### config.mk
export PLATFORM = sky130hd
export DESIGN_NAME = mod_div_unit_flat
export DESIGN_NICKNAME = d
export VERILOG_FILES = /design/src/rtl/mod_div_unit_if.sv /design/src/rtl/mod_div_unit.sv /design/src/flat_wrapper.sv
export SDC_FILE = /design/constraint.sdc
export NUM_CORES = 1
export LEC_CHECK = 0
export BUFFER_PORTS_ARGS = -buffer_cell sky130_fd_sc_hd__buf_2
export CAP_MARGIN = 10
export CORE_MARGIN = 5
export CORE_UTILIZATION = 50
export CTS_CLUSTER_SIZE = 30
export DETAILED_ROUTE_END_ITERATION = 16
export GPL_ROUTABILITY_DRIVEN = 0
export PLACE_DENSITY = 0.83
export SYNTH_ARGS = -nofsm -noshare
export SYNTH_HDL_FRONTEND = slang
export SYNTH_SLANG_ARGS = --single-unit
### constraint.sdc
create_clock -name clk -period 5 [get_ports clk]
set_clock_uncertainty 0.15 [all_clocks]
set_input_delay 0 -clock clk [delete_from_list [all_inputs] [get_ports clk]]
set_output_delay 0 -clock clk [all_outputs]
set_load 0.05 [all_outputs]
### src/rtl/mod_div_unit_if.sv
// Operand/result bundle for mod_div_unit.
//   master: drives start, is_signed, dividend, divisor; observes results and status.
//   slave : the divider; observes the request, drives quotient, remainder, busy,
//           done, div_zero.
interface mod_div_unit_if #(
  parameter int unsigned WIDTH = 32
) ();

  logic             start;
  logic             is_signed;
  logic [WIDTH-1:0] dividend;
  logic [WIDTH-1:0] divisor;
  logic [WIDTH-1:0] quotient;
  logic [WIDTH-1:0] remainder;
  logic             busy;
  logic             done;
  logic             div_zero;

  modport master (
    output start,
    output is_signed,
    output dividend,
    output divisor,
    input  quotient,
    input  remainder,
    input  busy,
    input  done,
    input  div_zero
  );

  modport slave (
    input  start,
    input  is_signed,
    input  dividend,
    input  divisor,
    output quotient,
    output remainder,
    output busy,
    output done,
    output div_zero
  );

endinterface

### src/rtl/mod_div_unit.sv
// Iterative restoring divider, signed or unsigned, one quotient bit per cycle.
//
// Ports:
//   clk   - single rising-edge clock
//   reset - synchronous, active-high reset
//   bus   - mod_div_unit_if.slave:
//           start/is_signed/dividend/divisor in (sampled on the accept edge only),
//           quotient/remainder/div_zero registered results,
//           busy (state RUN), done (state DONE).
//
// Flow: IDLE --start--> RUN for exactly WIDTH steps --> DONE, or straight to DONE
// when the divisor is zero. DONE is held while start stays high so a level start
// cannot re-trigger. Results hold until the next result load.
module mod_div_unit #(
  parameter int unsigned WIDTH = 32
) (
  input  logic          clk,
  input  logic          reset,
  mod_div_unit_if.slave bus
);

  localparam int unsigned CntW = (WIDTH > 2) ? $clog2(WIDTH) : 1;
  localparam logic [CntW-1:0] LastStep = CntW'(WIDTH - 1);

  typedef enum logic [1:0] {
    StIdle = 2'b00,
    StRun  = 2'b01,
    StDone = 2'b10
  } state_e;

  state_e           state_q;
  logic [CntW-1:0]  cnt_q;
  // acc_q starts as |dividend| and fills with quotient bits from the LSB side.
  logic [WIDTH-1:0] acc_q;
  logic [WIDTH-1:0] rem_q;
  logic [WIDTH-1:0] dvs_q;
  logic             neg_quo_q;
  logic             neg_rem_q;
  logic [WIDTH-1:0] quotient_q;
  logic [WIDTH-1:0] remainder_q;
  logic             busy_q;
  logic             done_q;
  logic             div_zero_q;

  // Operand magnitudes and result signs, taken straight from the bus on accept.
  logic             dvd_neg;
  logic             dvs_neg;
  logic [WIDTH-1:0] dvd_mag;
  logic [WIDTH-1:0] dvs_mag;

  always_comb begin
    dvd_neg = bus.is_signed & bus.dividend[WIDTH-1];
    dvs_neg = bus.is_signed & bus.divisor[WIDTH-1];
    dvd_mag = dvd_neg ? (WIDTH'(0) - bus.dividend) : bus.dividend;
    dvs_mag = dvs_neg ? (WIDTH'(0) - bus.divisor) : bus.divisor;
  end

  // One restoring step. The trial value {rem, next dividend bit} can reach
  // 2^(WIDTH+1)-1, so two guard bits keep the borrow visible.
  logic [WIDTH+1:0] diff;
  logic             step_ge;
  logic [WIDTH-1:0] shifted;
  logic [WIDTH-1:0] rem_step;
  logic [WIDTH-1:0] acc_step;
  logic [WIDTH-1:0] quo_final;
  logic [WIDTH-1:0] rem_final;
  logic             last_step;

  always_comb begin
    diff     = {1'b0, rem_q, acc_q[WIDTH-1]} - {2'b00, dvs_q};
    step_ge  = ~diff[WIDTH+1];
    // When the subtract fails the trial value is below the divisor, so the
    // dropped rem_q MSB is known to be zero.
    shifted  = {rem_q[WIDTH-2:0], acc_q[WIDTH-1]};
    rem_step = step_ge ? diff[WIDTH-1:0] : shifted;
    acc_step = {acc_q[WIDTH-2:0], step_ge};
    // Negating a zero remainder yields zero, so no special case is needed.
    // The -2^(WIDTH-1) / -1 magnitude 2^(WIDTH-1) wraps back to itself here.
    quo_final = neg_quo_q ? (WIDTH'(0) - acc_step) : acc_step;
    rem_final = neg_rem_q ? (WIDTH'(0) - rem_step) : rem_step;
    last_step = (cnt_q == LastStep);
  end

  always_ff @(posedge clk) begin
    if (reset) begin
      state_q     <= StIdle;
      cnt_q       <= '0;
      acc_q       <= '0;
      rem_q       <= '0;
      dvs_q       <= '0;
      neg_quo_q   <= 1'b0;
      neg_rem_q   <= 1'b0;
      quotient_q  <= '0;
      remainder_q <= '0;
      busy_q      <= 1'b0;
      done_q      <= 1'b0;
      div_zero_q  <= 1'b0;
    end else begin
      case (state_q)
        StIdle: begin
          if (bus.start) begin
            cnt_q     <= '0;
            acc_q     <= dvd_mag;
            rem_q     <= '0;
            dvs_q     <= dvs_mag;
            neg_quo_q <= dvd_neg ^ dvs_neg;
            neg_rem_q <= dvd_neg;
            if (bus.divisor == '0) begin
              quotient_q  <= '1;
              remainder_q <= bus.dividend;
              div_zero_q  <= 1'b1;
              done_q      <= 1'b1;
              state_q     <= StDone;
            end else begin
              busy_q  <= 1'b1;
              state_q <= StRun;
            end
          end
        end
        StRun: begin
          acc_q <= acc_step;
          rem_q <= rem_step;
          cnt_q <= cnt_q + 1'b1;
          if (last_step) begin
            quotient_q  <= quo_final;
            remainder_q <= rem_final;
            div_zero_q  <= 1'b0;
            busy_q      <= 1'b0;
            done_q      <= 1'b1;
            state_q     <= StDone;
          end
        end
        StDone: begin
          if (!bus.start) begin
            done_q  <= 1'b0;
            state_q <= StIdle;
          end
        end
        default: begin
          busy_q  <= 1'b0;
          done_q  <= 1'b0;
          state_q <= StIdle;
        end
      endcase
    end
  end

  assign bus.quotient  = quotient_q;
  assign bus.remainder = remainder_q;
  assign bus.busy      = busy_q;
  assign bus.done      = done_q;
  assign bus.div_zero  = div_zero_q;

endmodule

### src/flat_wrapper.sv
// flat-port wrapper written by rule: the top's interface ports become plain ports
module mod_div_unit_flat 
#(
  parameter int unsigned WIDTH = 32
)
  (clk, reset, bus_start, bus_is_signed, bus_dividend, bus_divisor, bus_quotient, bus_remainder, bus_busy, bus_done, bus_div_zero);
  mod_div_unit_if #(.WIDTH(WIDTH)) bus_i ();
  input  logic clk;
  input  logic reset;
  input wire logic [$bits(bus_i.start)-1:0] bus_start;
  input wire logic [$bits(bus_i.is_signed)-1:0] bus_is_signed;
  input wire logic [$bits(bus_i.dividend)-1:0] bus_dividend;
  input wire logic [$bits(bus_i.divisor)-1:0] bus_divisor;
  output wire logic [$bits(bus_i.quotient)-1:0] bus_quotient;
  output wire logic [$bits(bus_i.remainder)-1:0] bus_remainder;
  output wire logic [$bits(bus_i.busy)-1:0] bus_busy;
  output wire logic [$bits(bus_i.done)-1:0] bus_done;
  output wire logic [$bits(bus_i.div_zero)-1:0] bus_div_zero;
  assign bus_i.start = bus_start;
  assign bus_i.is_signed = bus_is_signed;
  assign bus_i.dividend = bus_dividend;
  assign bus_i.divisor = bus_divisor;
  assign bus_quotient = bus_i.quotient;
  assign bus_remainder = bus_i.remainder;
  assign bus_busy = bus_i.busy;
  assign bus_done = bus_i.done;
  assign bus_div_zero = bus_i.div_zero;
  mod_div_unit #(.WIDTH(WIDTH)) u_core (.clk(clk), .reset(reset), .bus(bus_i));
endmodule
After elaboration in Yosys (flattened, before gate mapping)
Cells that the tools add are included.

word-level totals
  register bits after elaboration = 172
  bits of input ports = 68
  output and inout port bits = 67
  logic and storage cells = 74

cells by class
  add/subtract/negate cells = 6
  equality and inequality tests = 8
  mux-type cells = 34
  bitwise gates (word level) = 5
  reductions and logical operators = 9

operators by type and width
  cell                                                                      count
  32-bit two-way mux                                                        13
  32-bit case mux with 2 select lines                                       4
  1-bit by 32-bit subtractor with 32-bit output (first input constant)      4
  33-bit by 32-bit subtractor with 34-bit output                            1
  32-bit zero test                                                          1
  4-bit AND reduction                                                       3
  5-bit case mux with 2 select lines                                        1
  2-bit two-way mux                                                         4
  1-bit two-way mux                                                         7
  2-bit inequality test (second input constant)                             3
  1-bit case mux with 3 select lines                                        2
  2-bit case mux with 3 select lines                                        1
  5-bit by 1-bit adder with 5-bit output (second input constant)            1
  5-bit equality test (second input constant)                               1
  5-bit two-way mux                                                         1
  2-bit by 1-bit inequality test with 1-bit output (second input constant)  2
  2-bit AND reduction                                                       2
  3-bit AND reduction                                                       1
  1-bit bitwise AND                                                         2
  2-bit by 1-bit equality test with 1-bit output (second input constant)    1
  2-bit equality test (second input constant)                               1
  2-bit zero test                                                           1
  1-bit NOT                                                                 2
  1-bit case mux with 2 select lines                                        1
  2 further kinds                                                           2

Logic depth before layout (Yosys ltp)
  word-level depth = 6
  gate-level depth with buffers = 22
  mapped depth without buffers = 19

Least setup slack after synthesis
Ideal clock, no wire load.

  path kind = reg2reg
  start point = register u_core.dvs_q[31]
  end point = register u_core.remainder_q[30] (netlist: u_core.bus.remainder[30])
  arrival time = 4703 ps
  data required time = 4735 ps
  slack = 32 ps
  cell stages (with the launch flop) = 21
  path buffers = 3
  cells stage by stage = dfxtp_1 inv_1 ha_1 and4b_4 a221oi_2 o21ai_2 a211oi_2 nand2_2 clkbuf_1 clkbuf_1 buf_1 o21ai_0 ha_1 nand3_1 nor3_1 a41oi_1 or2_2 or4_1 nor3_1 nor3_1 a2111oi_0

on the way
  cells in the longest elaborated chain, start to end = 6

RTL lines
  what                                              RTL line             source
  start, declared                                   mod_div_unit.sv:36   logic [WIDTH-1:0] dvs_q;
  start signal, assigned                            mod_div_unit.sv:105  dvs_q <= dvs_mag;
  33-bit by 32-bit subtractor with 34-bit output *  mod_div_unit.sv:70   diff = {1'b0, rem_q, acc_q[WIDTH-1]} - {2'b00, dvs_q};
  32-bit two-way mux *                              mod_div_unit.sv:75   rem_step = step_ge ? diff[WIDTH-1:0] : shifted;
  1-bit by 32-bit subtractor with 32-bit output     mod_div_unit.sv:80   rem_final = neg_rem_q ? (WIDTH'(0) - rem_step) : rem_step;
  32-bit two-way mux *                              mod_div_unit.sv:80
  32-bit two-way mux *                              mod_div_unit.sv:124  if (last_step) begin
  32-bit case mux with 2 select lines *             mod_div_unit.sv:99   case (state_q)
  end signal, assigned                              mod_div_unit.sv:110  remainder_q <= bus.dividend;
  end signal, assigned                              mod_div_unit.sv:126  remainder_q <= rem_final;
  end, declared                                     mod_div_unit.sv:40   logic [WIDTH-1:0] remainder_q;

Mark *: on every way between the ends. The rest lies on a longest branch, timed or not. The select of a mux whose other input is x is not followed.
A chain may end at the register's enable or synchronous reset.

Worst setup path after layout
  start point = register u_core.acc_q[31]
  end point = register u_core.remainder_q[25] (netlist: u_core.bus.remainder[25])

on the way
  cells in the longest elaborated chain, start to end = 6

RTL lines
  what                                            RTL line             source
  start, declared                                 mod_div_unit.sv:34   logic [WIDTH-1:0] acc_q;
  start signal, assigned                          mod_div_unit.sv:103  acc_q <= dvd_mag;
  start signal, assigned                          mod_div_unit.sv:121  acc_q <= acc_step;
  33-bit by 32-bit subtractor with 34-bit output  mod_div_unit.sv:70
  32-bit two-way mux *                            mod_div_unit.sv:75
  1-bit by 32-bit subtractor with 32-bit output   mod_div_unit.sv:80
  32-bit two-way mux *                            mod_div_unit.sv:80
  32-bit two-way mux *                            mod_div_unit.sv:124
  32-bit case mux with 2 select lines *           mod_div_unit.sv:99

Marks and branches as above.

==> flow_summary.html <==
<table>
<tr><th>Metric</th><th>Value</th></tr>
<tr><th colspan="2">Logic synthesis</th></tr>
<tr><td>Async S/R FF share, synth</td><td>0%</td></tr>
<tr><td>EDFF count, synth</td><td>0</td></tr>
<tr><td>Number of distinct library cells after synthesis</td><td>84</td></tr>
<tr><td>Sequential area share after synthesis</td><td>29.1%</td></tr>
<tr><td>Primary flip-flop cell chosen by synthesis mapping</td><td>dfxtp_1</td></tr>
<tr><td>Total number of yosys warnings</td><td>0</td></tr>
<tr><td>Summed instance area of the synthesized netlist</td><td>11,800 µm²</td></tr>
<tr><td>Mean instance size in the synthesized netlist</td><td>7.39 µm²</td></tr>
<tr><td>Number of synthesized register bits</td><td>172</td></tr>
<tr><td>Synthesized Nets</td><td>1,706</td></tr>
<tr><td>Post-Syn Instances</td><td>1,599</td></tr>
<tr><th colspan="2">Route</th></tr>
<tr><td>Total Wirelength</td><td>36,900 µm</td></tr>
<tr><td>Via count</td><td>12.8k</td></tr>
<tr><td>Number of nets with antenna violations after detailed routing</td><td>0</td></tr>
<tr><td>Detailed-router iteration count before antenna repair</td><td>6</td></tr>
<tr><td>Via/cell ratio</td><td>6.12</td></tr>
<tr><td>Number of DRC markers after the initial detailed-route iteration</td><td>1,460</td></tr>
<tr><td>DRC violations left</td><td>0</td></tr>
<tr><td>Routed wire length per instance</td><td>17.7 µm</td></tr>
<tr><th colspan="2">Timing</th></tr>
<tr><td>Final Max Slew Viols</td><td>0</td></tr>
<tr><td>Worst slew pin tran</td><td>1020 ps</td></tr>
<tr><td>Unrepaired setup endpoints after global routing</td><td>no</td></tr>
<tr><td>Period minus WS final</td><td>4710 ps</td></tr>
<tr><td>Fin. Hold Viols</td><td>0</td></tr>
<tr><td>Final period util</td><td>94.2%</td></tr>
<tr><td>Final setup vio count</td><td>0</td></tr>
<tr><td>Summed negative setup slack over all endpoints</td><td>0 ps</td></tr>
<tr><td>Highest Clock Rate</td><td>0.212 GHz</td></tr>
<tr><td>Worst slew margin</td><td>31.9%</td></tr>
<tr><th colspan="2">GRT</th></tr>
<tr><td>Antenna violations before repair</td><td>1</td></tr>
<tr><td>Number of global-route vias before repair</td><td>11.6k</td></tr>
<tr><td>Total congestion overflow</td><td>0</td></tr>
<tr><td>All-Layer GR Usage</td><td>26.6%</td></tr>
<tr><td>Pin count of the biggest net entering global routing</td><td>93</td></tr>
<tr><td>Wire length of the first global-routing pass</td><td>58,800 µm</td></tr>
<tr><th colspan="2">Clocking</th></tr>
<tr><td>CTS tree</td><td>done</td></tr>
<tr><td>Max Buffers Root-to-Sink</td><td>2</td></tr>
<tr><td>Num CTS Buffers</td><td>17</td></tr>
<tr><td>Clock tree sinks</td><td>172</td></tr>
<tr><td>Clock Latency Late Sink</td><td>440 ps</td></tr>
<tr><td>Master cell of the clock root buffer</td><td>clkbuf_16</td></tr>
<tr><td>Level count of the clock H-tree</td><td>4</td></tr>
<tr><td>Clock-pin slew on the worst setup and hold paths</td><td>70 ps</td></tr>
<tr><th colspan="2">Cells and area</th></tr>
<tr><td>Final net count</td><td>1,863</td></tr>
<tr><td>Post-synthesis to final-layout area growth</td><td>19.4%</td></tr>
<tr><td>Ratio of cells with drive above 1 in the final layout</td><td>12.5%</td></tr>
<tr><td>Total inserted antenna cells</td><td>0</td></tr>
<tr><td>Final Instance Area</td><td>14,100 µm²</td></tr>
<tr><th colspan="2">Setup path</th></tr>
<tr><td>Setup crit start kind</td><td>flop</td></tr>
<tr><td>Critical path class</td><td>reg2reg</td></tr>
<tr><td>Critical path data required time</td><td>5160 ps</td></tr>
<tr><td>Largest stage delay on the critical path</td><td>480 ps</td></tr>
<tr><td>Cell type of the slowest stage on the worst timing path</td><td>or4_4</td></tr>
<tr><td>Chain of cells forming the critical path</td><td>inv_1 -&gt; ha_1 -&gt; fa_1 -&gt; nand2b_1 -&gt; a211oi_4 -&gt; nor2_1 -&gt; o221a_2 -&gt; or2_0 -&gt; o41a_1 -&gt; or2_1 -&gt; or4_4 -&gt; o31ai_1 -&gt; xor2_1 -&gt; a2111oi_0</td></tr>
<tr><td>CP delay by family, top</td><td>compound AO/OA/AOI/OAI gates</td></tr>
<tr><td>Worst r2r path cells</td><td>14</td></tr>
<tr><td>Stages on worst setup path</td><td>14</td></tr>
<tr><td>Worst setup EP type</td><td>flop</td></tr>
<tr><td>Critical path buffer and inverter count</td><td>1</td></tr>
<tr><td>Highest net fanout along the worst path</td><td>5</td></tr>
<tr><td>Crit path arrival time</td><td>4870 ps</td></tr>
<tr><th colspan="2">Status</th></tr>
<tr><td>Outcome</td><td>completed</td></tr>
<tr><th colspan="2">Job</th></tr>
<tr><td>Maximum Capacitance Violations</td><td>0</td></tr>
<tr><th colspan="2">Place</th></tr>
<tr><td>Cell area reported after detailed placement</td><td>12,700 µm²</td></tr>
<tr><td>Detail Placement HPWL</td><td>26,600 µm</td></tr>
<tr><td>Number of buffers added on ports</td><td>134</td></tr>
<tr><th colspan="2">Pwr</th></tr>
<tr><td>Leakage power total</td><td>5.57 nW</td></tr>
<tr><td>Peak ir drop on the vdd network</td><td>562 µV</td></tr>
<tr><td>Power density over the cells</td><td>799 nW/µm²</td></tr>
<tr><th colspan="2">Min path</th></tr>
<tr><td>Hold crit path type</td><td>in2reg</td></tr>
<tr><td>Hold path cells</td><td>5</td></tr>
<tr><th colspan="2">Floorplan</th></tr>
<tr><td>IO Pins</td><td>135</td></tr>
<tr><td>Placeable Area</td><td>23,400 µm²</td></tr>
<tr><td>Initial core utilization</td><td>50.5%</td></tr>
<tr><td>Die span in y</td><td>164 µm</td></tr>
<tr><td>Die Width</td><td>164 µm</td></tr>
<tr><td>Die Footprint</td><td>26,800 µm²</td></tr>
<tr><td>Standard-cell rows</td><td>56</td></tr>
</table>
-- final timing paths --
path / start / to / slack, ps
min reg2reg: u_core.dvs_q[22] / u_core.dvs_q[22] / 310
max: u_core.acc_q[31] / u_core.bus.remainder[25] / 290
min: bus_dividend[31] / u_core.acc_q[31] / 20
max reg2reg: u_core.acc_q[31] / u_core.bus.remainder[25] / 290
-- worst min-delay path, stage by stage --
cell and delay (ps):
buf_2 140, nand2_1 60, a21oi_1 70, a221oi_1 210, nor2_1 70
-- Yosys cell counts (38+ instances only) --
| cell type | number | area share (%) |
|---|---|---|
| nor2_1 | 276 | 8.8 |
| dfxtp_1 | 172 | 29 |
| nand2_1 | 132 | 4.2 |
| a21oi_1 | 131 | 5.5 |
| a211oi_1 | 88 | 5.6 |
| clkbuf_1 | 79 | 2.5 |
| xor2_1 | 77 | 5.7 |
| o21ai_0 | 72 | 3.0 |
| inv_1 | 56 | 1.8 |
| xnor2_1 | 50 | 3.7 |
| nor3_1 | 49 | 2.1 |
| ha_1 | 38 | 4.0 |
-- layout by cell type (no fill, tap or decap), drive strengths merged, types with 8 or more instances in the layout --
cell / Yosys / layout
a2111oi: 9 / 9
a211oi: 91 / 91
a21o: 15 / 15
a21oi: 131 / 131
a222oi: 8 / 8
a22oi: 21 / 21
a311oi: 11 / 11
a31oi: 12 / 12
and2: 11 / 11
and3: 8 / 8
buf: 19 / 157
clkbuf: 79 / 19
dfxtp: 172 / 172
dlygate4sd3: 0 / 79
ha: 38 / 38
inv: 57 / 62
mux2i: 15 / 15
nand2: 133 / 133
nand2b: 11 / 11
nand3: 27 / 27
nand4: 13 / 13
nor2: 277 / 277
nor2b: 8 / 8
nor3: 49 / 49
nor4: 16 / 16
o211ai: 11 / 11
o21a: 9 / 9
o21ai: 77 / 77
o31ai: 25 / 25
o41ai: 11 / 11
or2: 10 / 10
or3: 19 / 19
or4: 14 / 14
xnor2: 50 / 50
xor2: 77 / 77
-- state kept, by name, indices dropped and copies added (netlist names) --
name                  count
u_core.acc_q             32
u_core.state_q            2
u_core.bus.div_zero       1
u_core.dvs_q             32
u_core.bus.done           1
u_core.cnt_q              5
u_core.neg_rem_q          1
u_core.bus.remainder     32
u_core.neg_quo_q          1
u_core.bus.quotient      32
u_core.rem_q             32
u_core.bus.busy           1
-- cell type report --
class,count,area [µm²]
Inverter,57,214
Timing Repair Buffer,236,1640
Fill cell,2073,9290
Sequential cell,172,3440
Clock inverter,13,133
Tap cell,319,399
Multi-Input combinational cell,1272,7840
Clock buffer,19,443
-- per-stage QoR --
step           std cells  setup slack (ps)  power (mW)  utilization [%]  hold slack (ps)
2_1_floorplan       1599              32.3        7.50                -            -14.0
3_3_place_gp        1976               465        9.29             54.3              134
3_5_place_dp        1976               184        9.49             54.3              137
4_1_cts             2087               181        10.9             60.1             12.0
5_1_grt             2088              5.98        12.0             60.3             50.0
6_report            2088               290        11.3             60.3             16.7
-- report_power, final --
| part | leakage (nW) | internal [mW] | total (mW) | switching (mW) |
|---|---|---|---|---|
| Sequential | 1.40 | 1.53 | 1.74 | 0.207 |
| Clock | 0.263 | 0.711 | 1.32 | 0.608 |
| Combinational | 3.91 | 3.03 | 8.22 | 5.19 |
-- metal layers --
layer  up-vias  part of all wire, %  track usage [%]
met4         2                  2.8             8.04
li1       6081                    -                -
met1      5888                   41             35.6
met2       695                   47             44.4
met3       105                  9.8             4.22
met5         -                0.035                0
-- logic make-up after synthesis --
| logic type | count (synthesis) | synth area share, % |
|---|---|---|
| simple gates | 618 | 24.1 |
| xor+xnor | 127 | 9.41 |
| mux | 17 | 1.46 |
| buf+inv | 155 | 5.09 |
| compound gates | 471 | 26.6 |
| flops | 172 | 29.1 |
| fa+ha+maj | 39 | 4.19 |
-- what timing repair did --
action | CTS | global route
hold endpoints to repair | 93 | 0
hold buffers | 79 | 0
setup buffers | 0 | 1
gates resized for setup | 0 | 5
endpoints found under the setup margin | 0 | 5
Power figures use the tool's default switching activity.
